## config.mk

```make
export PLATFORM = sky130hd
export DESIGN_NAME = adder_8bit
export DESIGN_NICKNAME = d
export VERILOG_FILES = /design/src/rtl/adder_8bit.sv
export SDC_FILE = /design/constraint.sdc
export NUM_CORES = 1
export LEC_CHECK = 0
export CORE_MARGIN = 2
export CORE_UTILIZATION = 39
export DETAILED_ROUTE_END_ITERATION = 10
export PLACE_DENSITY = 0.82
export SYNTH_ARGS = -nofsm -noshare
export SYNTH_HDL_FRONTEND = slang
export SYNTH_SLANG_ARGS = --single-unit
```

## constraint.sdc

```tcl
create_clock -name clk -period 0.85 [get_ports clk]
set_input_delay 0.17 -clock clk [delete_from_list [all_inputs] [get_ports clk]]
set_output_delay 0.17 -clock clk [all_outputs]
set_load 0.01 [all_outputs]
```

## src/rtl/adder_8bit.sv

```systemverilog
// Registered ripple-carry adder: WIDTH full-adder cells, one-cycle latency,
// unsigned carry-out and two's-complement overflow flags.
module adder_8bit #(
   parameter int unsigned WIDTH = 8
) (
   input  logic             clk,
   input  logic             rst_n,
   input  logic             in_valid,
   input  logic [WIDTH-1:0] a,
   input  logic [WIDTH-1:0] b,
   output logic [WIDTH-1:0] sum,
   output logic             carry,
   output logic             overflow,
   output logic             out_valid
);

   logic [WIDTH:0]   c;
   logic [WIDTH-1:0] s;

   logic [WIDTH-1:0] sum_d, sum_q;
   logic             carry_d, carry_q;
   logic             overflow_d, overflow_q;
   logic             out_valid_d, out_valid_q;

   assign c[0] = 1'b0;

   for (genvar i = 0; i < WIDTH; i++) begin : g_fa
      assign s[i]   = a[i] ^ b[i] ^ c[i];
      assign c[i+1] = (a[i] & b[i]) | (c[i] & (a[i] ^ b[i]));
   end

   // Result registers hold on idle cycles; only the valid flag drops.
   always_comb begin
      sum_d       = sum_q;
      carry_d     = carry_q;
      overflow_d  = overflow_q;
      out_valid_d = in_valid;
      if (in_valid) begin
         sum_d      = s;
         carry_d    = c[WIDTH];
         overflow_d = c[WIDTH-1] ^ c[WIDTH];
      end
   end

   always_ff @(posedge clk or negedge rst_n) begin
      if (!rst_n) begin
         sum_q       <= '0;
         carry_q     <= 1'b0;
         overflow_q  <= 1'b0;
         out_valid_q <= 1'b0;
      end else begin
         sum_q       <= sum_d;
         carry_q     <= carry_d;
         overflow_q  <= overflow_d;
         out_valid_q <= out_valid_d;
      end
   end

   assign sum       = sum_q;
   assign carry     = carry_q;
   assign overflow  = overflow_q;
   assign out_valid = out_valid_q;

endmodule

```

==> summary.md <==
| Metric | Value |
|---|---|
| Total gr overflow | `0` |
| WL per Instance | `12.28 um` |
| Global-route wire length before repair | `2042 um` |
| Max_slew headroom | `0.9091` |
| Most Frequent Cell on Critical Path | `fa_2` |
| Vias/cell | `4.549` |
| Layout cell share with drive strength beyond 1 | `0.5930` |
| IO Count | `30` |
| H-Tree Level Count | `1` |
| Net Sw Frac | `0.2792` |
| Final net count | `114` |
| Synth Cell Area | `620.6 um^2` |
| DRT iter0 DRCs | `0` |
| Final period utilization | `3.347` |
| Worst min path class | `primary input to async pin` |
| Initial antenna violation count | `0` |
| CTS tree | `done` |
| Maxcap violations | `0` |
| PD cells | `1724 nW/um^2` |
| Pre-CTS worst setup slack | `-2.685 ns` |
| Root buffer selected by CTS | `clkbuf_4` |
| RSZ-0062 raised after global routing | `yes` |
| Failing checks | `negative setup slack` |
| Core area | `1506 um^2` |
| Synthesis-to-layout area growth | `64.31%` |
| Unique masters post-synth | `8` |
| RR Startpoint | `overflow` |
| RD Place Congestion | `0.7146` |
| CP bufs+invs | `4` |
| Post-synthesis sequential area ratio | `0.4435` |
| Arr. time, crit path | `3.03 ns` |
| Total Wirelength | `1253 um` |
| Layout fillers | `122` |
| Cell family with most CP delay | `adder cells` |
| Die Area | `1926 um^2` |
| Int Pwr | `1.267 mW` |
| Initial Utilization | `0.4120` |
| Yosys warns | `0` |
| Clock transition at the registers of the reported paths | `0.07 ns` |
| Ant diodes | `0` |
| Fin Clk Skew | `0 ns` |
| Post-Syn Area per Cell | `15.14 um^2` |
| DR DRC count | `0` |
| GRT Util Overall | `0.1490` |
| R2r endpoint | `overflow` |
| Chip Width | `43.89 um` |
| Hold Fails Final Rpt | `0` |
| Worst skew pair latency | `0.26 ns` |
| Setup WS post-layout | `-1.995 ns` |
| CP Cell Sequence | `buf_6 > ha_4 > inv_2 > fa_2 > inv_2 > fa_2 > fa_2 > fa_2 > fa_2 > fa_2 > inv_2 > fa_2 > mux2i_1` |
| CTS Sinks | `11` |
| HPWL Detailed | `941.8 um` |
| CP required | `1.04 ns` |
| P_leak | `0.5063 nW` |
| Worst path slowest cell | `fa_2` |
| Final Max Slew Viols | `0` |
| Peak VDD IR | `0.0009750 V` |
| Outcome | `complete, but fails checks` |
| ANT nets after route | `0` |
| Clk buf depth | `2` |
| CP Class | `primary input to flop` |
| Total iterations of the first detailed-routing run | `1` |
| Final Critical Period | `2.845 ns` |
| Critical Path Start Type | `primary input` |
| Count of final setup violators | `20` |
| Worst Path Max Fanout | `2` |
| Final non-filler cell total | `102` |
| Post-synthesis cell count | `41` |
| Switching pwr | `0.4908 mW` |
| Reg2Reg Depth | `2` |
| Crit end category | `flop` |
| TritonCTS buffer count | `3` |
| Max stage delay on crit path | `0.42 ns` |
| Placed Cells | `91` |
| Num rows | `14` |
| Via count | `464` |
| Port bufs | `29` |
| Clock Power Share | `0.200` |
| Final core area utilization | `0.6769` |
| Largest net degree at the start of global routing | `12` |
| #FFs+latches synth | `11` |
| Die span in y | `43.89 um` |
| R2R Setup Slk | `-0.04 ns` |
| Logic pwr share | `0.409` |
| Slew @ Worst Pin | `0.1326 ns` |
| Vias in the first global route | `498` |
| Register share of total power | `0.391` |
| Syn nets | `68` |
| Peak Freq | `351.5 MHz` |
[cell usage in the layout (no fill, tap or decap)]
cell	instances
buf_2	11
buf_4	12
buf_6	4
clkbuf_1	1
clkbuf_2	1
clkbuf_4	3
clkdlybuf4s50_1	13
dfrtp_1	11
dlygate4sd2_1	1
fa_2	7
ha_4	1
inv_1	5
inv_2	5
mux2_4	7
mux2i_1	3
xnor2_1	1
[stage by stage]
stage	setup TNS, ns	hold slack [ns]	total power, mW	instance area (um^2)
after floorplan	-12.00	-0.1256	0.9936	650.6
after global placement	-19.44	0.4800	1.382	994.7
after detailed placement	-19.78	0.4852	1.402	994.7
after CTS	-13.20	0.2085	1.716	996.0
after global routing	-13.15	0.2030	1.886	1020
final	-12.14	0.2074	1.758	1020
[routing by layer]
layer,GRT usage,wire length [um],up-vias
met2,0.2794,737,19
met4,0.03636,0,0
met1,0.1658,431,231
li1,-,-,214
met5,0,0,-
met3,0.03750,84,0
[repair_timing]
item,CTS,global route
gates resized for setup,63,3
pin swaps,9,8
endpoints found under the setup margin,21,20
hold buffers,0,0
setup buffers,4,3
[flip-flops by register name (all words and copies together) (netlist names)]
register   flops
out_valid      1
carry          1
sum            8
overflow       1
[layout make-up]
type	count	area, um^2	area share
repair buffers	42	334.1	0.3276
inverters	10	37.54	0.03681
clock buffers	4	26.28	0.02577
flip-flops and latches	11	275.3	0.2699
multi-input cells	19	326.6	0.3202
well taps	16	20.02	0.01963
[worst max-delay path by stage]
stage / start / cells past startpoint / slack (ns) / end
finish: a[0] / 13 / -1.99 / sum[7]
global route: a[0] / 13 / -2.11 / sum[7]
detailed placement: a[0] / 14 / -2.69 / overflow
floorplan: a[0] / 13 / -2.09 / overflow
global placement: a[0] / 14 / -2.63 / overflow
CTS: b[0] / 13 / -2.18 / sum[7]
[cells in the mapped netlist]
master / count / area, um^2
inv_1: 10 / 37.54
buf_6: 1 / 11.26
mux2_4: 7 / 105.1
fa_1: 7 / 140.1
mux2i_1: 3 / 30.03
dfrtp_1: 11 / 275.3
xnor2_1: 1 / 8.760
ha_1: 1 / 12.51
[power groups by stage]
stage | clock (mW) | sequential, mW | combinational (mW)
floorplan | 0 | 0.747 | 0.247
global placement | 0 | 0.696 | 0.686
detailed placement | 0 | 0.695 | 0.706
CTS | 0.358 | 0.682 | 0.676
global route | 0.401 | 0.697 | 0.787
finish | 0.352 | 0.687 | 0.719
[kinds of logic after synthesis]
logic type	count (synthesis)	synth area share
adder cells (fa/ha/maj)	8	0.2460
buffers and inverters	11	0.07863
XOR/XNOR	1	0.01412
flip-flops	11	0.4435
multiplexers	10	0.2177
No activity file was read; power rests on OpenSTA's default activity.
